**src/rtl/riscv_pkg.sv**
```systemverilog
// rtl/riscv_pkg.sv - shared state, opcode and ALU encodings for the multicycle RISC-V controller
// Contents: state_t FSM enum, opcode constants, ALUOp encodings, ALUControl encodings.
package riscv_pkg;

    typedef enum logic [3:0] {
        S_FETCH    = 4'd0,
        S_DECODE   = 4'd1,
        S_MEMADR   = 4'd2,
        S_MEMREAD  = 4'd3,
        S_MEMWB    = 4'd4,
        S_MEMWRITE = 4'd5,
        S_EXECUTER = 4'd6,
        S_EXECUTEI = 4'd7,
        S_ALUWB    = 4'd8,
        S_BEQ      = 4'd9,
        S_JAL      = 4'd10
    } state_t;

    localparam logic [6:0] OP_LOAD  = 7'b0000011;
    localparam logic [6:0] OP_STORE = 7'b0100011;
    localparam logic [6:0] OP_RTYPE = 7'b0110011;
    localparam logic [6:0] OP_ITYPE = 7'b0010011;
    localparam logic [6:0] OP_JAL   = 7'b1101111;
    localparam logic [6:0] OP_BEQ   = 7'b1100011;

    localparam logic [1:0] ALUOP_ADD   = 2'b00;
    localparam logic [1:0] ALUOP_SUB   = 2'b01;
    localparam logic [1:0] ALUOP_FUNCT = 2'b10;

    localparam logic [2:0] ALU_ADD = 3'b000;
    localparam logic [2:0] ALU_SUB = 3'b001;
    localparam logic [2:0] ALU_AND = 3'b010;
    localparam logic [2:0] ALU_OR  = 3'b011;
    localparam logic [2:0] ALU_SLT = 3'b101;

endpackage

```
**src/rtl/riscv_mc_controller_if.sv**
```systemverilog
// rtl/riscv_mc_controller_if.sv - instruction-field inputs and datapath controls of the controller
// master: controller side (reads op/funct3/funct7b5/Zero, drives the datapath controls).
// slave:  datapath side (drives the instruction fields and Zero, reads the controls).
interface riscv_mc_controller_if;

    logic [6:0] op;
    logic [2:0] funct3;
    logic       funct7b5;
    logic       Zero;

    logic       PCWrite;
    logic       AdrSrc;
    logic       MemWrite;
    logic       IRWrite;
    logic       RegWrite;
    logic [1:0] ResultSrc;
    logic [1:0] ALUSrcA;
    logic [1:0] ALUSrcB;
    logic [1:0] ImmSrc;
    logic [2:0] ALUControl;
    logic       illegal;

    modport master (
        input  op, funct3, funct7b5, Zero,
        output PCWrite, AdrSrc, MemWrite, IRWrite, RegWrite,
        output ResultSrc, ALUSrcA, ALUSrcB, ImmSrc, ALUControl, illegal
    );

    modport slave (
        output op, funct3, funct7b5, Zero,
        input  PCWrite, AdrSrc, MemWrite, IRWrite, RegWrite,
        input  ResultSrc, ALUSrcA, ALUSrcB, ImmSrc, ALUControl, illegal
    );

endinterface

```
**src/rtl/riscv_alu_decoder.sv**
```systemverilog
// rtl/riscv_alu_decoder.sv - combinational ALUOp/funct decode into the ALU operation select
// Ports: alu_op (2), funct3 (3), op_b5 (opcode bit 5), funct7b5 (instr bit 30) in;
//        alu_control (3) out.
module riscv_alu_decoder
    import riscv_pkg::*;
(
    input  logic [1:0] alu_op,
    input  logic [2:0] funct3,
    input  logic       op_b5,
    input  logic       funct7b5,
    output logic [2:0] alu_control
);

    always_comb begin
        alu_control = ALU_ADD;
        case (alu_op)
            ALUOP_ADD: alu_control = ALU_ADD;
            ALUOP_SUB: alu_control = ALU_SUB;
            ALUOP_FUNCT: begin
                case (funct3)
                    // Only R-type (op bit 5 set) can be a subtract; addi ignores bit 30.
                    3'b000:  alu_control = (op_b5 & funct7b5) ? ALU_SUB : ALU_ADD;
                    3'b010:  alu_control = ALU_SLT;
                    3'b110:  alu_control = ALU_OR;
                    3'b111:  alu_control = ALU_AND;
                    default: alu_control = ALU_ADD;
                endcase
            end
            default: alu_control = ALU_ADD;
        endcase
    end

endmodule

```
**src/rtl/riscv_mc_controller.sv**
```systemverilog
// rtl/riscv_mc_controller.sv - multicycle RISC-V control FSM with memory wait counter
// Parameter: MEM_LAT (0..7) extra wait cycles in FETCH and MEMREAD.
// Ports: clk, reset (async, active high); bus (riscv_mc_controller_if.master);
//        halt (only when CTRL_HALT_EN is defined) holds the FSM in FETCH.
// Optional feature macro: CTRL_HALT_EN.
module riscv_mc_controller
    import riscv_pkg::*;
#(
    parameter int MEM_LAT = 0
) (
    input  logic                         clk,
    input  logic                         reset,
`ifdef CTRL_HALT_EN
    input  logic                         halt,
`endif
    riscv_mc_controller_if.master        bus
);

    localparam logic [2:0] LAT = 3'(MEM_LAT);

    state_t     state_q, state_d;
    logic [2:0] wait_q, wait_d;
    // run_q is 0 from reset until the first clock edge after release, so the
    // first FETCH cycle is the one that starts on that edge.
    logic       run_q, run_d;

    logic       wait_last;
    logic       fetch_go;
    logic       pc_update;
    logic       branch;
    logic       ir_write;
    logic       adr_src;
    logic       mem_write;
    logic       reg_write;
    logic       illegal_c;
    logic [1:0] result_src;
    logic [1:0] alu_src_a;
    logic [1:0] alu_src_b;
    logic [1:0] alu_op;
    logic [1:0] imm_src;
    logic [2:0] alu_control;
    logic       out_en;

    assign wait_last = (wait_q == LAT);

    always_comb begin
        state_d    = state_q;
        wait_d     = wait_q;
        run_d      = 1'b1;
        fetch_go   = 1'b1;
        pc_update  = 1'b0;
        branch     = 1'b0;
        ir_write   = 1'b0;
        adr_src    = 1'b0;
        mem_write  = 1'b0;
        reg_write  = 1'b0;
        illegal_c  = 1'b0;
        result_src = 2'b00;
        alu_src_a  = 2'b00;
        alu_src_b  = 2'b00;
        alu_op     = ALUOP_ADD;
`ifdef CTRL_HALT_EN
        fetch_go   = ~halt;
`endif
        if (run_q) begin
            case (state_q)
                S_FETCH: begin
                    alu_src_b  = 2'b10;
                    result_src = 2'b10;
                    if (!fetch_go) begin
                        // Halted: restart the wait sequence from zero when released.
                        wait_d = '0;
                    end else if (wait_last) begin
                        ir_write  = 1'b1;
                        pc_update = 1'b1;
                        wait_d    = '0;
                        state_d   = S_DECODE;
                    end else begin
                        wait_d = wait_q + 3'd1;
                    end
                end
                S_DECODE: begin
                    alu_src_a = 2'b01;
                    alu_src_b = 2'b01;
                    case (bus.op)
                        OP_LOAD, OP_STORE: state_d = S_MEMADR;
                        OP_RTYPE:          state_d = S_EXECUTER;
                        OP_ITYPE:          state_d = S_EXECUTEI;
                        OP_JAL:            state_d = S_JAL;
                        OP_BEQ:            state_d = S_BEQ;
                        default: begin
                            illegal_c = 1'b1;
                            state_d   = S_FETCH;
                        end
                    endcase
                end
                S_MEMADR: begin
                    alu_src_a = 2'b10;
                    alu_src_b = 2'b01;
                    state_d   = (bus.op == OP_LOAD) ? S_MEMREAD : S_MEMWRITE;
                end
                S_MEMREAD: begin
                    adr_src = 1'b1;
                    if (wait_last) begin
                        wait_d  = '0;
                        state_d = S_MEMWB;
                    end else begin
                        wait_d = wait_q + 3'd1;
                    end
                end
                S_MEMWB: begin
                    result_src = 2'b01;
                    reg_write  = 1'b1;
                    state_d    = S_FETCH;
                end
                S_MEMWRITE: begin
                    adr_src   = 1'b1;
                    mem_write = 1'b1;
                    state_d   = S_FETCH;
                end
                S_EXECUTER: begin
                    alu_src_a = 2'b10;
                    alu_op    = ALUOP_FUNCT;
                    state_d   = S_ALUWB;
                end
                S_EXECUTEI: begin
                    alu_src_a = 2'b10;
                    alu_src_b = 2'b01;
                    alu_op    = ALUOP_FUNCT;
                    state_d   = S_ALUWB;
                end
                S_ALUWB: begin
                    reg_write = 1'b1;
                    state_d   = S_FETCH;
                end
                S_BEQ: begin
                    alu_src_a = 2'b10;
                    alu_op    = ALUOP_SUB;
                    branch    = 1'b1;
                    state_d   = S_FETCH;
                end
                S_JAL: begin
                    alu_src_a = 2'b01;
                    alu_src_b = 2'b10;
                    pc_update = 1'b1;
                    state_d   = S_ALUWB;
                end
                default: begin
                    wait_d  = '0;
                    state_d = S_FETCH;
                end
            endcase
        end
    end

    always_ff @(posedge clk or posedge reset) begin
        if (reset) begin
            state_q <= S_FETCH;
            wait_q  <= '0;
            run_q   <= 1'b0;
        end else begin
            state_q <= state_d;
            wait_q  <= wait_d;
            run_q   <= run_d;
        end
    end

    always_comb begin
        imm_src = 2'b00;
        case (bus.op)
            OP_STORE: imm_src = 2'b01;
            OP_BEQ:   imm_src = 2'b10;
            OP_JAL:   imm_src = 2'b11;
            default:  imm_src = 2'b00;
        endcase
    end

    riscv_alu_decoder u_alu_dec (
        .alu_op      (alu_op),
        .funct3      (bus.funct3),
        .op_b5       (bus.op[5]),
        .funct7b5    (bus.funct7b5),
        .alu_control (alu_control)
    );

    // Every output is forced low while reset is high, including the op-derived ones.
    assign out_en = run_q & ~reset;

    assign bus.PCWrite    = out_en & (pc_update | (branch & bus.Zero));
    assign bus.AdrSrc     = out_en & adr_src;
    assign bus.MemWrite   = out_en & mem_write;
    assign bus.IRWrite    = out_en & ir_write;
    assign bus.RegWrite   = out_en & reg_write;
    assign bus.illegal    = out_en & illegal_c;
    assign bus.ResultSrc  = out_en ? result_src  : 2'b00;
    assign bus.ALUSrcA    = out_en ? alu_src_a   : 2'b00;
    assign bus.ALUSrcB    = out_en ? alu_src_b   : 2'b00;
    assign bus.ImmSrc     = out_en ? imm_src     : 2'b00;
    assign bus.ALUControl = out_en ? alu_control : 3'b000;

endmodule

```
**src/flat_wrapper.sv**
```systemverilog
// flat-port wrapper written by rule: the top's interface ports become plain ports
module riscv_mc_controller_flat import riscv_pkg::*;
#(
    parameter int MEM_LAT = 0
)
  (clk, reset, bus_op, bus_funct3, bus_funct7b5, bus_Zero, bus_PCWrite, bus_AdrSrc, bus_MemWrite, bus_IRWrite, bus_RegWrite, bus_ResultSrc, bus_ALUSrcA, bus_ALUSrcB, bus_ImmSrc, bus_ALUControl, bus_illegal);
  riscv_mc_controller_if bus_i ();
  input  logic clk;
  input  logic reset;
  input wire logic [$bits(bus_i.op)-1:0] bus_op;
  input wire logic [$bits(bus_i.funct3)-1:0] bus_funct3;
  input wire logic [$bits(bus_i.funct7b5)-1:0] bus_funct7b5;
  input wire logic [$bits(bus_i.Zero)-1:0] bus_Zero;
  output wire logic [$bits(bus_i.PCWrite)-1:0] bus_PCWrite;
  output wire logic [$bits(bus_i.AdrSrc)-1:0] bus_AdrSrc;
  output wire logic [$bits(bus_i.MemWrite)-1:0] bus_MemWrite;
  output wire logic [$bits(bus_i.IRWrite)-1:0] bus_IRWrite;
  output wire logic [$bits(bus_i.RegWrite)-1:0] bus_RegWrite;
  output wire logic [$bits(bus_i.ResultSrc)-1:0] bus_ResultSrc;
  output wire logic [$bits(bus_i.ALUSrcA)-1:0] bus_ALUSrcA;
  output wire logic [$bits(bus_i.ALUSrcB)-1:0] bus_ALUSrcB;
  output wire logic [$bits(bus_i.ImmSrc)-1:0] bus_ImmSrc;
  output wire logic [$bits(bus_i.ALUControl)-1:0] bus_ALUControl;
  output wire logic [$bits(bus_i.illegal)-1:0] bus_illegal;
  assign bus_i.op = bus_op;
  assign bus_i.funct3 = bus_funct3;
  assign bus_i.funct7b5 = bus_funct7b5;
  assign bus_i.Zero = bus_Zero;
  assign bus_PCWrite = bus_i.PCWrite;
  assign bus_AdrSrc = bus_i.AdrSrc;
  assign bus_MemWrite = bus_i.MemWrite;
  assign bus_IRWrite = bus_i.IRWrite;
  assign bus_RegWrite = bus_i.RegWrite;
  assign bus_ResultSrc = bus_i.ResultSrc;
  assign bus_ALUSrcA = bus_i.ALUSrcA;
  assign bus_ALUSrcB = bus_i.ALUSrcB;
  assign bus_ImmSrc = bus_i.ImmSrc;
  assign bus_ALUControl = bus_i.ALUControl;
  assign bus_illegal = bus_i.illegal;
  riscv_mc_controller #(.MEM_LAT(MEM_LAT)) u_core (.clk(clk), .reset(reset), .bus(bus_i));
endmodule
```
**config.mk**
```make
export PLATFORM = sky130hd
export DESIGN_NAME = riscv_mc_controller_flat
export DESIGN_NICKNAME = d
export VERILOG_FILES = /design/src/rtl/riscv_pkg.sv /design/src/rtl/riscv_mc_controller_if.sv /design/src/rtl/riscv_alu_decoder.sv /design/src/rtl/riscv_mc_controller.sv /design/src/flat_wrapper.sv
export SDC_FILE = /design/constraint.sdc
export NUM_CORES = 1
export LEC_CHECK = 0
export CORE_MARGIN = 3
export CORE_UTILIZATION = 39
export DETAILED_ROUTE_END_ITERATION = 8
export MAX_ROUTING_LAYER = met4
export PLACE_DENSITY = 0.7
export SYNTH_ARGS = -nofsm -noshare
export SYNTH_HDL_FRONTEND = slang
export SYNTH_SLANG_ARGS = --single-unit
```
**constraint.sdc**
```tcl
create_clock -name clk -period 3.46 [get_ports clk]
set_input_delay 0.692 -clock clk [delete_from_list [all_inputs] [get_ports clk]]
set_output_delay 0.692 -clock clk [all_outputs]
set_load 0.005 [all_outputs]
```
==> impl_metrics.tcl <==
set metrics [dict create \
    finalWirelength_mm 2.524 \
    syn_area_um2 994.7 \
    cts.path.max_buffers 2 \
    total_leakage_power_nw 0.5377 \
    postPlaceCellArea_mm2 0.001309 \
    place.port_buffers 30 \
    start_util_pct 42.90 \
    synth.area.top_cells "sky130_fd_sc_hd__dfrtp_1 20%, sky130_fd_sc_hd__nor2_1 6.0%, sky130_fd_sc_hd__nor3_1 5.5%, sky130_fd_sc_hd__ha_1 5.0%, sky130_fd_sc_hd__inv_1 4.2%" \
    worstPathRequired_ps 2770 \
    grt_use_total_pct 16.89 \
    final_cell_area_mm2 0.001331 \
    fin_cells 193 \
    wl_per_cell_um 13.08 \
    final_hold_viol_count 0 \
    ys_ff_latch 8 \
    finalWorstPathRequiredPeriod_ps 3124 \
    r2r_cells 4 \
    number_of_antenna_violating_nets_in_the_routed_design 0 \
    syn2layout_area_growth_pct 33.84 \
    timing.critical_path.from_type "primary input" \
    run_status "finished clean" \
    hp-class "register to register" \
    synth_top_area_cell "sky130_fd_sc_hd__dfrtp_1" \
    post_route_clock_skew_ps 4.050 \
    ioPinCount 31 \
    grt_overflow_total 0 \
    fp.dieW_um 56.50 \
    yosysTopAreaCellShare_pct 20.13 \
    detail_route.vias_per_cell 5.591 \
    insertedDiodeCount 0 \
    max-vdd-ir-drop_mv 0.3661 \
    total_power_divided_by_cell_area_mw_per_mm2 512.8 \
    cts-htree-levels 1 \
    cts.sinks 8 \
    grt_pass1_vias 999 \
    placed_cells 190 \
    grt_start_max_net_pins 22 \
    layout_commonest_cell "sky130_fd_sc_hd__clkdlybuf4s50_1" \
    dp_hpwl_mm 1.923 \
    worst_slew_pin_slew_ps 630.5 \
    remaining_drc_errors 0 \
    rsz0062_at_grt "no" \
    synth_flop_cell "sky130_fd_sc_hd__dfrtp_1" \
    fin_setup_tns_ps 0 \
    async_reset_ff_share_pct 100.0 \
    min_delay_path_depth 2 \
    detailroute.via_count 1079 \
    cts_tree "built" \
    worst-endpoint-arrival_ps 2430 \
    synth_warnings 0 \
    numCtsBuffers 3 \
    syn_avg_cell_area_um2 7.261 \
    grt_first_pass_wirelength_mm 4.388 \
    globalplace.congestion 0.7763 \
    worst-path-max-fanout 5 \
    max_slew_violation_count 0 \
    synth_cells 137 \
    cts_post_setup_buffers_inserted 0 \
    cp-end-kind "primary output" \
    post_route_cells_drive_above_1_share_pct 7.273 \
    design.final.nets 185 \
    setup.worst_path.class "primary input to primary output" \
    die_height_um 56.50 \
    post_cts.resized_instances 0 \
    cts_root_buf "sky130_fd_sc_hd__clkbuf_4" \
    placement_rows 17 \
    fp.coreArea_mm2 0.002318 \
    max_freq_mhz 320.1 \
    mostFrequentLayoutCells "30 x sky130_fd_sc_hd__clkdlybuf4s50_1, 16 x sky130_fd_sc_hd__nor2_1, 11 x sky130_fd_sc_hd__inv_1, 11 x sky130_fd_sc_hd__nor3_1" \
    synth_seq_area_share_pct 20.13 \
    drt-pass1-iter-count 4 \
    cts-hold-fix-buffers 0 \
    synth_cell_type_count 44 \
    maximum_capacitance_violations 0 \
    fin_crit_share_pct 90.28 \
    number_of_nets_in_the_synthesized_netlist 155 \
    clock_insertion_delay_worst_skew_ps 250 \
    die-area_mm2 0.003192 \
    total_power_mw 0.6827 \
    number_of_antenna_violations_at_the_first_check_in_global_routing 0 \
    max-slew-margin-rel_pct 57.97 \
    synth_enable_flop_cells 0 \
    cts_clock_pin_slew_for_the_worst_setup_and_hold_paths_ps 50 \
    initialDrtViolationCount 12 \
    finalSetupViolations 0 \
]
-- cells by family (layout without fill, tap and decap cells) --
family,after synthesis,count (layout),synth area share [%]
adder cells (fa/ha/maj),4,4,5.032
XOR/XNOR,7,7,6.164
buffers and inverters,20,48,9.308
AO/OA/AOI/OAI,32,32,22.14
other,1,1,0.3770
flip-flops,8,8,20.13
AND/OR/NAND/NOR,65,65,36.86
-- final timing paths --
| kind | from | endpoint | slack (ps) |
|---|---|---|---|
| max | bus_op[4] | bus_ImmSrc[0] | 340 |
| min | u_core.wait_q[1]$_DFFE_PP0P_ | u_core.wait_q[1]$_DFFE_PP0P_ | 520 |
| max reg2reg | u_core.state_q[3]$_DFFE_PP0P_ | u_core.state_q[2]$_DFFE_PP0P_ | 1710 |
| min reg2reg | u_core.wait_q[1]$_DFFE_PP0P_ | u_core.wait_q[1]$_DFFE_PP0P_ | 520 |
| max in group asynchronous | reset | u_core.run_q$_DFF_PP0_ | 2500 |
| min in group asynchronous | reset | u_core.state_q[3]$_DFFE_PP0P_ | 730 |
-- metrics by stage --
step	setup slack (ps)	hold slack (ps)	util (%)
6_report	336.3	520.4	57.42
5_1_grt	180.0	571.3	57.42
4_1_cts	329.5	526.2	57.42
3_5_place_dp	323.1	514.1	56.45
3_3_place_gp	394.6	500.3	56.45
2_1_floorplan	1259	475.3	-
-- where the power goes --
part           switching (mW)  total, mW  internal [mW]
Combinational           0.241      0.448          0.207
Sequential             0.0536      0.166          0.112
Clock                  0.0296     0.0691         0.0395
-- metal layers --
layer / up-vias / global-route usage [%] / part of all wire, %
li1: 556 / - / -
met1: 494 / 24.12 / 49
met2: 29 / 23.76 / 45
met3: 0 / 2.529 / 5.6
met4: 0 / 6.441 / 0
met5: - / - / 0
-- cells in the mapped netlist (2+ instances only) --
library cell / n
sky130_fd_sc_hd__nor2_1: 16
sky130_fd_sc_hd__inv_1: 11
sky130_fd_sc_hd__nor3_1: 11
sky130_fd_sc_hd__a21oi_1: 8
sky130_fd_sc_hd__dfrtp_1: 8
sky130_fd_sc_hd__nand2_1: 7
sky130_fd_sc_hd__buf_2: 5
sky130_fd_sc_hd__nand3_1: 5
sky130_fd_sc_hd__a31oi_1: 4
sky130_fd_sc_hd__ha_1: 4
sky130_fd_sc_hd__nor4_1: 4
sky130_fd_sc_hd__xnor2_1: 4
sky130_fd_sc_hd__a21o_1: 3
sky130_fd_sc_hd__and3_1: 3
sky130_fd_sc_hd__nand2b_1: 3
sky130_fd_sc_hd__nor3b_1: 3
sky130_fd_sc_hd__o21ai_0: 3
sky130_fd_sc_hd__xor2_1: 3
sky130_fd_sc_hd__and4_1: 2
sky130_fd_sc_hd__clkbuf_1: 2
sky130_fd_sc_hd__nand3b_1: 2
sky130_fd_sc_hd__nor2b_1: 2
sky130_fd_sc_hd__o21bai_1: 2
sky130_fd_sc_hd__o221ai_1: 2
-- area by class of cell --
| cell class | count | area [um^2] |
|---|---|---|
| Multi-Input combinational cell | 109 | 701.9 |
| Clock buffer | 3 | 22.52 |
| Sequential cell | 8 | 200.2 |
| Fill cell | 216 | 987.2 |
| Timing Repair Buffer | 34 | 330.3 |
| Inverter | 11 | 41.29 |
| Tap cell | 28 | 35.03 |
-- flip-flops by register name (all words and copies together) (netlist names) --
signal,flops
u_core.run_q,1
u_core.wait_q,3
u_core.state_q,4
-- critical path, cell delays in order --
cell,delay [ps]
sky130_fd_sc_hd__clkdlybuf4s50_1,460
sky130_fd_sc_hd__nand3b_1,220
sky130_fd_sc_hd__nor3_1,290
sky130_fd_sc_hd__nor2_1,80
sky130_fd_sc_hd__nor3_1,160
sky130_fd_sc_hd__clkdlybuf4s50_1,520
Power figures use the tool's default switching activity.
